$ cat src/rtl/lsu_if.sv
// Memory-side bus of the LSU: request/grant handshake followed by a response-valid beat.
// master = LSU, slave = memory or interconnect.
interface lsu_if;
  logic        mem_req;
  logic        mem_we;
  logic [31:0] mem_addr;
  logic [31:0] mem_wdata;
  logic [3:0]  mem_wstrb;
  logic        mem_gnt;
  logic        mem_rvalid;
  logic [31:0] mem_rdata;

  modport master (
    output mem_req, mem_we, mem_addr, mem_wdata, mem_wstrb,
    input  mem_gnt, mem_rvalid, mem_rdata
  );

  modport slave (
    input  mem_req, mem_we, mem_addr, mem_wdata, mem_wstrb,
    output mem_gnt, mem_rvalid, mem_rdata
  );
endinterface

$ cat src/rtl/lsu.sv
// RV32I load/store unit: IDLE->REQ->WAIT->DONE, done 3 cycles after start at best; REQ holds until mem_gnt.
// WAIT bounded by TIMEOUT_CYCLES; define LSU_MISALIGN_TRAP_EN to trap misaligned halfword/word accesses.
module lsu #(
  parameter int unsigned TIMEOUT_CYCLES = 255
) (
  input  logic        clk,
  input  logic        rst_n,
  input  logic        start,
  input  logic        is_store,
  input  logic [2:0]  funct3,
  input  logic [31:0] addr,
  input  logic [31:0] wdata,
  output logic        busy,
  output logic        done,
  output logic [31:0] rdata,
  output logic        misalign_err,
  output logic        bus_err,
  lsu_if.master       mem
);

  typedef enum logic [1:0] {S_IDLE, S_REQ, S_WAIT, S_DONE} state_t;

  localparam logic [7:0] TO_LAST = 8'(TIMEOUT_CYCLES - 1);

  state_t      state_q, state_d;
  logic        busy_q, busy_d;
  logic        done_q, done_d;
  logic [31:0] rdata_q, rdata_d;
  logic        misalign_q, misalign_d;
  logic        bus_err_q, bus_err_d;
  logic        mem_req_q, mem_req_d;
  logic        mem_we_q, mem_we_d;
  logic [31:0] mem_addr_q, mem_addr_d;
  logic [31:0] mem_wdata_q, mem_wdata_d;
  logic [3:0]  mem_wstrb_q, mem_wstrb_d;
  logic [2:0]  funct3_q, funct3_d;
  logic        is_store_q, is_store_d;
  logic [1:0]  addr_lo_q, addr_lo_d;
  logic [7:0]  cnt_q, cnt_d;

  logic        legal;
  logic        trap;
  logic [31:0] st_data;
  logic [3:0]  st_strb;
  logic [31:0] shifted;
  logic [15:0] half_sel;
  logic [31:0] ld_data;

  // Decode of the request presented in IDLE.
  always_comb begin
    legal = is_store ? (funct3 inside {3'b000, 3'b001, 3'b010})
                     : (funct3 inside {3'b000, 3'b001, 3'b010, 3'b100, 3'b101});
`ifdef LSU_MISALIGN_TRAP_EN
    trap = legal && (((funct3[1:0] == 2'b01) && addr[0]) ||
                     ((funct3[1:0] == 2'b10) && (addr[1:0] != 2'b00)));
`else
    trap = 1'b0;
`endif
    case (funct3[1:0])
      2'b00:   begin st_data = {4{wdata[7:0]}};  st_strb = 4'b0001 << addr[1:0]; end
      2'b01:   begin st_data = {2{wdata[15:0]}}; st_strb = addr[1] ? 4'b1100 : 4'b0011; end
      default: begin st_data = wdata;            st_strb = 4'b1111; end
    endcase
  end

  // Lane select and extension of the returning load word.
  always_comb begin
    shifted  = mem.mem_rdata >> {addr_lo_q, 3'b000};
    half_sel = addr_lo_q[1] ? mem.mem_rdata[31:16] : mem.mem_rdata[15:0];
    case (funct3_q)
      3'b000:  ld_data = {{24{shifted[7]}}, shifted[7:0]};
      3'b001:  ld_data = {{16{half_sel[15]}}, half_sel};
      3'b100:  ld_data = {24'h0, shifted[7:0]};
      3'b101:  ld_data = {16'h0, half_sel};
      default: ld_data = mem.mem_rdata;
    endcase
  end

  always_comb begin
    state_d     = state_q;
    busy_d      = busy_q;
    done_d      = 1'b0;
    rdata_d     = rdata_q;
    misalign_d  = misalign_q;
    bus_err_d   = bus_err_q;
    mem_req_d   = mem_req_q;
    mem_we_d    = mem_we_q;
    mem_addr_d  = mem_addr_q;
    mem_wdata_d = mem_wdata_q;
    mem_wstrb_d = mem_wstrb_q;
    funct3_d    = funct3_q;
    is_store_d  = is_store_q;
    addr_lo_d   = addr_lo_q;
    cnt_d       = cnt_q;
    case (state_q)
      S_IDLE: begin
        if (start) begin
          busy_d     = 1'b1;
          funct3_d   = funct3;
          is_store_d = is_store;
          addr_lo_d  = addr[1:0];
          if (!legal) begin
            state_d    = S_DONE;
            done_d     = 1'b1;
            rdata_d    = 32'h0;
            misalign_d = 1'b0;
            bus_err_d  = 1'b0;
          end else if (trap) begin
            state_d    = S_DONE;
            done_d     = 1'b1;
            misalign_d = 1'b1;
            bus_err_d  = 1'b0;
          end else begin
            state_d     = S_REQ;
            mem_req_d   = 1'b1;
            mem_we_d    = is_store;
            mem_addr_d  = {addr[31:2], 2'b00};
            mem_wdata_d = is_store ? st_data : 32'h0;
            mem_wstrb_d = is_store ? st_strb : 4'b0000;
          end
        end
      end
      S_REQ: begin
        if (mem.mem_gnt) begin
          state_d   = S_WAIT;
          mem_req_d = 1'b0;
          mem_we_d  = 1'b0;
          cnt_d     = 8'h0;
        end
      end
      S_WAIT: begin
        if (mem.mem_rvalid) begin
          state_d    = S_DONE;
          done_d     = 1'b1;
          misalign_d = 1'b0;
          bus_err_d  = 1'b0;
          if (!is_store_q) rdata_d = ld_data;
        end else if (cnt_q == TO_LAST) begin
          state_d    = S_DONE;
          done_d     = 1'b1;
          misalign_d = 1'b0;
          bus_err_d  = 1'b1;
          rdata_d    = 32'h0;
        end else begin
          cnt_d = cnt_q + 8'd1;
        end
      end
      default: begin
        state_d = S_IDLE;
        busy_d  = 1'b0;
      end
    endcase
  end

  always_ff @(posedge clk or negedge rst_n) begin
    if (!rst_n) begin
      state_q     <= S_IDLE;
      busy_q      <= 1'b0;
      done_q      <= 1'b0;
      rdata_q     <= 32'h0;
      misalign_q  <= 1'b0;
      bus_err_q   <= 1'b0;
      mem_req_q   <= 1'b0;
      mem_we_q    <= 1'b0;
      mem_addr_q  <= 32'h0;
      mem_wdata_q <= 32'h0;
      mem_wstrb_q <= 4'h0;
      funct3_q    <= 3'h0;
      is_store_q  <= 1'b0;
      addr_lo_q   <= 2'h0;
      cnt_q       <= 8'h0;
    end else begin
      state_q     <= state_d;
      busy_q      <= busy_d;
      done_q      <= done_d;
      rdata_q     <= rdata_d;
      misalign_q  <= misalign_d;
      bus_err_q   <= bus_err_d;
      mem_req_q   <= mem_req_d;
      mem_we_q    <= mem_we_d;
      mem_addr_q  <= mem_addr_d;
      mem_wdata_q <= mem_wdata_d;
      mem_wstrb_q <= mem_wstrb_d;
      funct3_q    <= funct3_d;
      is_store_q  <= is_store_d;
      addr_lo_q   <= addr_lo_d;
      cnt_q       <= cnt_d;
    end
  end

  assign busy          = busy_q;
  assign done          = done_q;
  assign rdata         = rdata_q;
  assign misalign_err  = misalign_q;
  assign bus_err       = bus_err_q;
  assign mem.mem_req   = mem_req_q;
  assign mem.mem_we    = mem_we_q;
  assign mem.mem_addr  = mem_addr_q;
  assign mem.mem_wdata = mem_wdata_q;
  assign mem.mem_wstrb = mem_wstrb_q;

endmodule

$ cat src/flat_wrapper.sv
// flat-port wrapper written by rule: the top's interface ports become plain ports
module lsu_flat 
#(
  parameter int unsigned TIMEOUT_CYCLES = 255
)
  (clk, rst_n, start, is_store, funct3, addr, wdata, busy, done, rdata, misalign_err, bus_err, mem_mem_req, mem_mem_we, mem_mem_addr, mem_mem_wdata, mem_mem_wstrb, mem_mem_gnt, mem_mem_rvalid, mem_mem_rdata);
  lsu_if mem_i ();
  input  logic clk;
  input  logic rst_n;
  input  logic start;
  input  logic is_store;
  input  logic [2:0] funct3;
  input  logic [31:0] addr;
  input  logic [31:0] wdata;
  output logic busy;
  output logic done;
  output logic [31:0] rdata;
  output logic misalign_err;
  output logic bus_err;
  output wire logic [$bits(mem_i.mem_req)-1:0] mem_mem_req;
  output wire logic [$bits(mem_i.mem_we)-1:0] mem_mem_we;
  output wire logic [$bits(mem_i.mem_addr)-1:0] mem_mem_addr;
  output wire logic [$bits(mem_i.mem_wdata)-1:0] mem_mem_wdata;
  output wire logic [$bits(mem_i.mem_wstrb)-1:0] mem_mem_wstrb;
  input wire logic [$bits(mem_i.mem_gnt)-1:0] mem_mem_gnt;
  input wire logic [$bits(mem_i.mem_rvalid)-1:0] mem_mem_rvalid;
  input wire logic [$bits(mem_i.mem_rdata)-1:0] mem_mem_rdata;
  assign mem_mem_req = mem_i.mem_req;
  assign mem_mem_we = mem_i.mem_we;
  assign mem_mem_addr = mem_i.mem_addr;
  assign mem_mem_wdata = mem_i.mem_wdata;
  assign mem_mem_wstrb = mem_i.mem_wstrb;
  assign mem_i.mem_gnt = mem_mem_gnt;
  assign mem_i.mem_rvalid = mem_mem_rvalid;
  assign mem_i.mem_rdata = mem_mem_rdata;
  lsu #(.TIMEOUT_CYCLES(TIMEOUT_CYCLES)) u_core (.clk(clk), .rst_n(rst_n), .start(start), .is_store(is_store), .funct3(funct3), .addr(addr), .wdata(wdata), .busy(busy), .done(done), .rdata(rdata), .misalign_err(misalign_err), .bus_err(bus_err), .mem(mem_i));
endmodule
$ cat config.mk
export PLATFORM = sky130hd
export DESIGN_NAME = lsu_flat
export DESIGN_NICKNAME = d
export VERILOG_FILES = /design/src/rtl/lsu_if.sv /design/src/rtl/lsu.sv /design/src/flat_wrapper.sv
export SDC_FILE = /design/constraint.sdc
export NUM_CORES = 1
export LEC_CHECK = 0
export CORE_ASPECT_RATIO = 1.75
export CORE_MARGIN = 3
export CORE_UTILIZATION = 35
export DETAILED_ROUTE_END_ITERATION = 16
export SYNTH_ARGS = -nofsm -noshare
export SYNTH_HDL_FRONTEND = slang
export SYNTH_SLANG_ARGS = --single-unit
$ cat constraint.sdc
create_clock -name clk -period 2.83 [get_ports clk]
set_input_delay 0.566 -clock clk [delete_from_list [all_inputs] [get_ports clk]]
set_output_delay 0.566 -clock clk [all_outputs]
set_load 0.05 [all_outputs]
== Word level (Yosys, flattened, before mapping) ==
Cells that the tools add are included.
Widths: inputs -> output; s select.

* Register bits after elaboration: 120
* Input bits: 105
* Output and inout bits: 106
* Logic and storage cells: 102

* $add $sub $neg: 1
* Eq/ne operators: 19
* Shift-type cells: 2
* Mux-type cells: 46
* Bitwise logic cells: 1
* Reduce and logical (&&, ||, !) cells: 18

{| class="wikitable"
|+ Operator list
! kind !! count
|-
| $mux 32 || 6
|-
| $pmux 32 s2 || 2
|-
| $pmux 32 s4 || 1
|-
| $shr 32x5->8 || 1
|-
| $mux 8 || 3
|-
| $mux 1 || 17
|-
| $mux 16 || 1
|-
| $pmux 8 s2 || 1
|-
| $eq 3x3->1 const B || 4
|-
| $pmux 1 s2 || 6
|-
| $reduce_and 4->1 || 3
|-
| $mux 2 || 5
|-
| $ne 2x2->1 const B || 5
|-
| $add 8x1->8 const B || 1
|-
| $eq 8x8->1 const B || 1
|-
| $mux 4 || 2
|-
| $pmux 4 s2 || 1
|-
| $eq 3x1->1 const B || 2
|-
| $logic_not 3->1 || 2
|-
| $pmux 2 s3 || 1
|-
| $reduce_and 3->1 || 2
|-
| $reduce_bool 2->1 || 3
|-
| $reduce_and 5->1 || 1
|-
| $reduce_bool 5->1 || 1
|-
| other kinds (12) || 15
|}

== Depth between registers and ports, before layout ==
Gate-level depths: netlist (run 1).

* Depth in word-level cells: 6
* Mapped depth: 11
* Gate-level depth less buffers: 6

== Worst setup path after synthesis (run 1) ==
OpenSTA, ideal clock, no wires.

* Kind: flip-flop to flip-flop
* Start: register u_core.state_q[0]
* End: register u_core.rdata_q[0] (netlist: u_core.rdata[0])
* Library setup time: 0.125 ns
* Arrival: 1.848 ns
* Data required time: 2.705 ns
* Setup slack: 0.857 ns
* Cell stages (with the launch flop): 10
* Path buffers: 3
* Clock period less this slack: 1.973 ns
* Cell sequence: dfrtp_1 > inv_1 > ha_1 > buf_4 > nand2_2 > o32ai_2 > o21a_1 > buf_6 > buf_12 > mux2_4

* Cells in the longest elaborated chain, start to end: 3
* Elaborated cells on any way between the ends: 9
* Those cells by class: eq/ne: 5; mux: 1; reduce/logical: 3

{| class="wikitable"
|+ RTL lines
! element !! RTL line !! source
|-
| from (decl) || lsu.sv:25 || <nowiki>state_t state_q, state_d;</nowiki>
|-
| from (signal assigned) || lsu.sv:173 || <nowiki>state_q <= state_d;</nowiki>
|-
| $eq 2x2->1 / $logic_not 2->1 (equally long branches) || lsu.sv:95 || <nowiki>case (state_q)</nowiki>
|-
| $ne 3x3->1 (no line) (tied with other cells) || - ||
|-
| $reduce_and 5->1 (no line) || - ||
|-
| to (signal assigned) || lsu.sv:176 || <nowiki>rdata_q <= rdata_d;</nowiki>
|-
| to (decl) || lsu.sv:28 || <nowiki>logic [31:0] rdata_q, rdata_d;</nowiki>
|}

Several ways; a longest one is shown, not always the timed one.
A chain may end at the register's enable or synchronous reset.

== Final worst setup path (run 1) ==
* Start: register u_core.state_q[0]
* End: register u_core.cnt_q[5]

* Cells in the longest elaborated chain, start to end: 3
* Elaborated cells on any way between the ends: 8
* Those cells by class: eq/ne: 5; mux: 1; reduce/logical: 2

{| class="wikitable"
|+ RTL lines
! element !! RTL line !! source
|-
| $eq 2x2->1 / $eq 2x1->1 (equally long branches) || lsu.sv:95 ||
|-
| $ne 2x2->1 (no line) / $reduce_bool 2->1 (equally long branches) || - ||
|-
| $reduce_and 4->1 (no line) || - ||
|-
| to (signal assigned) || lsu.sv:187 || <nowiki>cnt_q <= cnt_d;</nowiki>
|-
| to (decl) || lsu.sv:39 || <nowiki>logic [7:0] cnt_q, cnt_d;</nowiki>
|}

Several ways; a longest one is shown, not always the timed one.

==> results.json, run 1 <==
{
  "cts_resized": 0,
  "power_frac_comb_pct": 54.4,
  "row_count": 63,
  "cts_max_level": 4,
  "layout-drive-gt1-share_pct": 12.2,
  "clock_skew_ps": 12.0,
  "multiInputGateArea_sq_um": 2790,
  "drv_cap": 0,
  "syn2layout_area_growth_pct": 46.2,
  "cts.sinks": 119,
  "slew_headroom_pct": 48.2,
  "post_drt_wl_per_cell_um": 17.3,
  "cts_buffers": 17,
  "synthDistinctLibCells": 50,
  "clockPowerShare_pct": 18.6,
  "overflow": 0,
  "synth_ff_type": "dfrtp_1",
  "tns_ps": 0,
  "irDropWorstVdd_v": 0.000593,
  "run_status": "finished, final reports clean",
  "wirelength_um": 18900,
  "yosysWarnings": 0,
  "grt_max_degree": 63,
  "rr_worst_depth": 6,
  "fillers": 1622,
  "synthMuxAreaShare_pct": 13.9,
  "crit_type": "flip-flop to flip-flop",
  "n_antenna_cell": 0,
  "num_io_pins": 211,
  "gp_congestion": 0.884,
  "syn_area_sq_um": 6150,
  "dpl.cell_count": 1066,
  "die_height_um": 181,
  "grt_use_met2_pct": 36.8,
  "reg2reg_to": "u_core.cnt_q[5]",
  "grt_use_met3_pct": 6.44,
  "synth_top_family_by_area": "simple AND/OR/NAND/NOR gates",
  "fmaxAchievable_mhz": 438,
  "critPathArrivalTime_ps": 2610,
  "grt_pass1_vias": 5817,
  "register_area_sq_um": 2980,
  "synthAdderAreaFrac_pct": 1.22,
  "vias": 5379,
  "power_density_nw_per_um2": 1220,
  "via_per_inst": 4.90,
  "synth_compound_area_share_pct": 12.8,
  "die_area_sq_um": 19300,
  "startpoint_type": "flip-flop",
  "worstMarginPinSlew_ps": 778,
  "dp_slack_ps": 241,
  "layoutNonFillerInstCount": 1098,
  "die_w_um": 106,
  "fin_util_pct": 52.5,
  "async_flop_share_pct": 100,
  "first_pass_iters": 4,
  "clk_latency_ps": 410,
  "grt_pass1_wl_um": 30600,
  "seqPwrFrac_pct": 27.0,
  "end_kind": "flip-flop",
  "root_buffer": "clkbuf_16",
  "synth_edf_count": 0,
  "coreArea_sq_um": 17100,
  "yosysTopAreaCell": "dfrtp_1",
  "yosys.area_share.simple_pct": 17.0,
  "clock_path_buffers": 2,
  "synth_top_area_share_pct": 48.4,
  "antenna_found_initial": 0,
  "postRouteAntennaNets": 0,
  "switchingPower_w": 0.00522,
  "finalHoldViolCount": 0,
  "ys_ff_latch": 119,
  "synth-xor-area-share_pct": 0.142,
  "hp-class": "primary input to asynchronous set/reset pin",
  "synthCells": 660,
  "reg2reg_slack_ps": 550,
  "synthTopCellsByArea": "dfrtp_1 48%, nand2_1 11%, mux2_2 5.9%, mux2i_1 4.9%, o21ai_0 3.6%",
  "final_nets": 969,
  "drtIter0Drc": 176,
  "post-route-worst-setup-slack_ps": 547,
  "cts.clk_slew.worst_paths_ps": 60,
  "p_leak_nw": 4.00,
  "finalPower_w": 0.0109,
  "intPower_w": 0.00572,
  "netSwitchingFraction_pct": 47.7,
  "slew_violations": 0,
  "crit_fanout": 12,
  "track_usage_pct": 20.2,
  "cts_tree": "done",
  "avgSynthCellArea_sq_um": 9.32,
  "port_buffers": 207,
  "initial_core_util_pct": 35.9,
  "grt_setup_unrepaired": "no",
  "r2r_start": "u_core.state_q[0]",
  "hpwl_um": 14500,
  "ys_seq_area_share_pct": 48.4,
  "post-cts-setup-buffers": 0,
  "finalSetupViolations": 0,
  "min_period_over_period_pct": 80.7,
  "finalCriticalPeriod_ps": 2280,
  "grt-busiest-layer": "met2",
  "critPathRequiredTime_ps": 3150,
  "grt_use_met1_pct": 21.6,
  "route.detailed.drc": 0,
  "hold_buffers": 0
}
[metrics by stage]
| step | hold WS [ps] | area, sq um |
|---|---|---|
| after global placement | 455 | 8430 |
| final | 55.2 | 8990 |
| after detailed placement | 459 | 8430 |
| after floorplan | 270 | 6160 |
| after CTS | 56.7 | 8990 |
| after global routing | 69.4 | 8990 |
[cell families (layout without fill, tap and decap cells)]
| group | after synthesis | in the layout |
|---|---|---|
| adder cells (fa/ha/maj) | 6 | 6 |
| other | 1 | 3 |
| flip-flops | 119 | 119 |
| multiplexers | 75 | 75 |
| AND/OR/NAND/NOR | 249 | 249 |
| XOR/XNOR | 1 | 1 |
| AO/OA/AOI/OAI | 125 | 125 |
| buffers and inverters | 84 | 293 |
[critical path: stages (launching register included)]
cell      delay, ps
dfrtp_1         410
inv_1           110
ha_1            360
mux2_2          240
o211ai_1        290
or4_1           590
a21oi_1         190
[sequential cells by signal (all words and copies together), names as in the netlist]
name                  flops
u_core.state_q            2
u_core.mem.mem_wdata     32
u_core.mem.mem_req        1
u_core.bus_err            1
u_core.mem.mem_we         1
u_core.rdata             32
u_core.is_store_q         1
u_core.done               1
u_core.funct3_q           3
u_core.mem.mem_addr      30
u_core.cnt_q              8
u_core.addr_lo_q          2
u_core.mem.mem_wstrb      4
u_core.busy               1
[final cells by class]
cell class                 count  share of cell area [%]
clock buffer                  18                    4.77
clock inverter                14                    1.41
inverter                      35                    1.46
multi-input combinational    459                    31.0
sequential                   119                    33.1
tap                          227                    3.16
timing repair buffer         226                    25.0
[synth_stat cells, drive strengths merged, types with 8 or more instances]
library cell / count
dfrtp: 119
nand2: 189
o32ai: 8
o2bb2ai: 8
mux2: 44
nor2: 8
mux2i: 31
a211oi: 9
clkbuf: 22
nand3: 27
a21oi: 28
o21ai: 45
inv: 35
buf: 27
[how the worst max path moves through the flow]
stage	end	start	depth (start not counted)
3_5_place_dp	u_core.mem.mem_addr[25]	funct3[2]	6
3_3_place_gp	u_core.mem.mem_wdata[26]	funct3[2]	6
6_report	u_core.cnt_q[5]	u_core.state_q[0]	6
2_1_floorplan	u_core.rdata[0]	u_core.state_q[0]	9
5_1_grt	u_core.cnt_q[4]	u_core.state_q[0]	6
4_1_cts	u_core.rdata[8]	u_core.state_q[1]	7
[layout by cell type (no fill, tap or decap), drive strengths merged, types with 6 or more instances in the layout]
| master | instances |
|---|---|
| clkdlybuf4s50 | 206 |
| nand2 | 189 |
| dfrtp | 119 |
| o21ai | 45 |
| mux2 | 44 |
| inv | 38 |
| mux2i | 31 |
| a21oi | 28 |
| nand3 | 27 |
| buf | 20 |
| clkbuf | 18 |
| a211oi | 9 |
| o2bb2ai | 8 |
| nor2 | 8 |
| o32ai | 8 |
| a22oi | 7 |
| o31ai | 6 |
| ha | 6 |
[layer usage]
metal  share of wire [%]  wire length, um
met2                  54            10200
met3                 7.5             1420
met1                  37             6990
met5                   0                0
met4                 1.7              313
[power groups by stage]
stage | clock network, W | logic (W) | registers (W)
after global routing | 0.00216 | 0.00633 | 0.00306
after CTS | 0.00208 | 0.00603 | 0.00296
after floorplan | 0 | 0.00191 | 0.00505
after detailed placement | 0 | 0.00601 | 0.00297
after global placement | 0 | 0.00595 | 0.00295
final | 0.00203 | 0.00595 | 0.00295
No activity file was read; power rests on OpenSTA's default activity.
==> run 2: changes to the inputs <==
--- a/config.mk
+++ b/config.mk
@@ -9,6 +9,7 @@
 export CORE_MARGIN = 3
 export CORE_UTILIZATION = 35
 export DETAILED_ROUTE_END_ITERATION = 16
+export PLACE_DENSITY = 0.67
 export SYNTH_ARGS = -nofsm -noshare
 export SYNTH_HDL_FRONTEND = slang
 export SYNTH_SLANG_ARGS = --single-unit
==> constraint.sdc (replaced) <==
create_clock -name clk -period 1.9 [get_ports clk]
set_input_delay 0.38 -clock clk [delete_from_list [all_inputs] [get_ports clk]]
set_output_delay 0.38 -clock clk [all_outputs]
set_load 0.05 [all_outputs]
==> run 2 against run 1 <==
Against the previous run:
- sequential share of layout area decreased by 1.2 points
- non-clock buffer count increased by 36
- routed wire length decreased by 0.35%
- final area increased by 3.7%
- sequential power increased by 46%
- setup slack got worse by 490 ps
- critical endpoint is now u_core.cnt_q[4]
==> results.json, run 2 (same netlist as run 1, synthesis figures left out) <==
{
  "run_status": "finished, final reports clean",
  "grt_pass1_vias": 5472,
  "end_kind": "flip-flop",
  "p_leak_nw": 4.47,
  "cts.clk_slew.worst_paths_ps": 60,
  "cts.sinks": 119,
  "power_density_nw_per_um2": 1820,
  "cts_buffers": 17,
  "track_usage_pct": 19.7,
  "gp_congestion": 0.955,
  "row_count": 63,
  "reg2reg_to": "u_core.cnt_q[4]",
  "crit_type": "flip-flop to flip-flop",
  "post_drt_wl_per_cell_um": 16.6,
  "finalCriticalPeriod_ps": 1840,
  "cts_tree": "done",
  "cts_max_level": 4,
  "mostFrequentLayoutCells": "187 x nand2_1, 122 x buf_4, 118 x dfrtp_1",
  "fillers": 1591,
  "n_antenna_cell": 0,
  "port_buffers": 207,
  "route.detailed.drc": 0,
  "rr_worst_depth": 8,
  "antenna_found_initial": 0,
  "final_area_sq_um": 9320,
  "num_io_pins": 211,
  "place_area_sq_um": 8590,
  "hpwl_um": 14200,
  "overflow": 0,
  "clock_path_buffers": 2,
  "syn2layout_area_growth_pct": 51.6,
  "coreArea_sq_um": 17100,
  "layout-drive-gt1-share_pct": 26.4,
  "fmaxAchievable_mhz": 544,
  "grt_max_degree": 47,
  "irDropWorstVdd_v": 0.000943,
  "worstMarginPinSlew_ps": 543,
  "slew_headroom_pct": 62.8,
  "via_per_inst": 4.87,
  "clk_latency_ps": 410,
  "clock_skew_ps": 12.6,
  "slew_violations": 0,
  "crit_fanout": 5,
  "min_period_over_period_pct": 96.8,
  "finalPower_w": 0.0170,
  "die_height_um": 181,
  "finalHoldViolCount": 0,
  "critPathArrivalTime_ps": 2180,
  "drv_cap": 0,
  "critPathRequiredTime_ps": 2240,
  "finalSetupViolations": 0,
  "tns_ps": 0,
  "first_pass_iters": 4,
  "hp-class": "primary input to asynchronous set/reset pin",
  "crit_end": "u_core.cnt_q[4]",
  "critPathLaunch": "u_core.state_q[1]",
  "postRouteAntennaNets": 0,
  "vias": 5528,
  "r2r_start": "u_core.state_q[1]",
  "wirelength_um": 18900,
  "die_area_sq_um": 19300,
  "final_nets": 1005,
  "startpoint_type": "flip-flop",
  "reg2reg_slack_ps": 60,
  "root_buffer": "clkbuf_16",
  "grt_pass1_wl_um": 29900,
  "final_common_cell": "nand2_1",
  "initial_core_util_pct": 35.9,
  "die_w_um": 106,
  "drtIter0Drc": 142
}
[run 2: worst min path at each step]
stage               start                  end  slack [ps]  cells after the start
detailed placement  rst_n     u_core.rdata[17]         290                      1
finish              rst_n     u_core.rdata[17]         400                      2
global route        rst_n     u_core.rdata[17]         410                      2
global placement    rst_n     u_core.rdata[17]         290                      1
CTS                 rst_n     u_core.rdata[17]         390                      2
floorplan           rst_n  u_core.addr_lo_q[0]          80                      0
[run 2: final cells by class]
type,count,area [sq um],area share [%]
tap,227,284,3.05
inverter,35,131,1.41
sequential,119,2980,32.0
timing repair buffer,262,2440,26.2
multi-input combinational,459,2870,30.8
clock buffer,17,425,4.56
clock inverter,15,193,2.07
[run 2: stage by stage]
| step | worst slack (ps) | cells | hold WS, ps | utilization, % |
|---|---|---|---|---|
| global placement | -248 | 1097 | 291 | 50.2 |
| detailed placement | -284 | 1097 | 289 | 50.2 |
| CTS | 36.3 | 1130 | 395 | 53.8 |
| global route | -36.3 | 1134 | 411 | 54.5 |
| finish | 61.2 | 1134 | 401 | 54.5 |
| floorplan | 1.76 | 662 | 84.4 | - |
[run 2: per-layer routing]
metal	part of all wire, %	GRT usage, %	vias to the layer above
li1	-	-	2712
met2	54	35.0	195
met3	6.1	4.90	14
met1	39	23.4	2607
met5	0	0	-
met4	1.5	5.71	0
[run 2: power by group]
| group | total [W] | switching (W) | internal (W) |
|---|---|---|---|
| combinational | 0.00926 | 0.00599 | 0.00327 |
| sequential | 0.00431 | 0.000708 | 0.00360 |
| clock | 0.00340 | 0.00131 | 0.00210 |
[run 2: worst max-delay path, cell delays in order (launching register included)]
cell and delay (ps):
dfrtp_1 400, buf_6 130, ha_4 160, buf_4 130, nand4_1 80, o211ai_1 190
buf_4 210, or3_1 350, a21oi_2 120
[run 2: timing repair]
item	CTS	global route
gates cloned	0	1
setup buffers	0	3
endpoints found under the hold margin	16	0
gates resized for setup	21	18
setup endpoints to repair	22	32
pin swaps	1	7
hold buffers	1	0
==> run 3: changes to the inputs <==
--- a/config.mk
+++ b/config.mk
@@ -8,6 +8,7 @@
 export CORE_ASPECT_RATIO = 1.75
 export CORE_MARGIN = 3
 export CORE_UTILIZATION = 35
+export CTS_CLUSTER_SIZE = 10
 export DETAILED_ROUTE_END_ITERATION = 16
 export PLACE_DENSITY = 0.67
 export SYNTH_ARGS = -nofsm -noshare
==> results of run 3 <==
The final DEF is identical to that of run 2; final timing and power are the same.
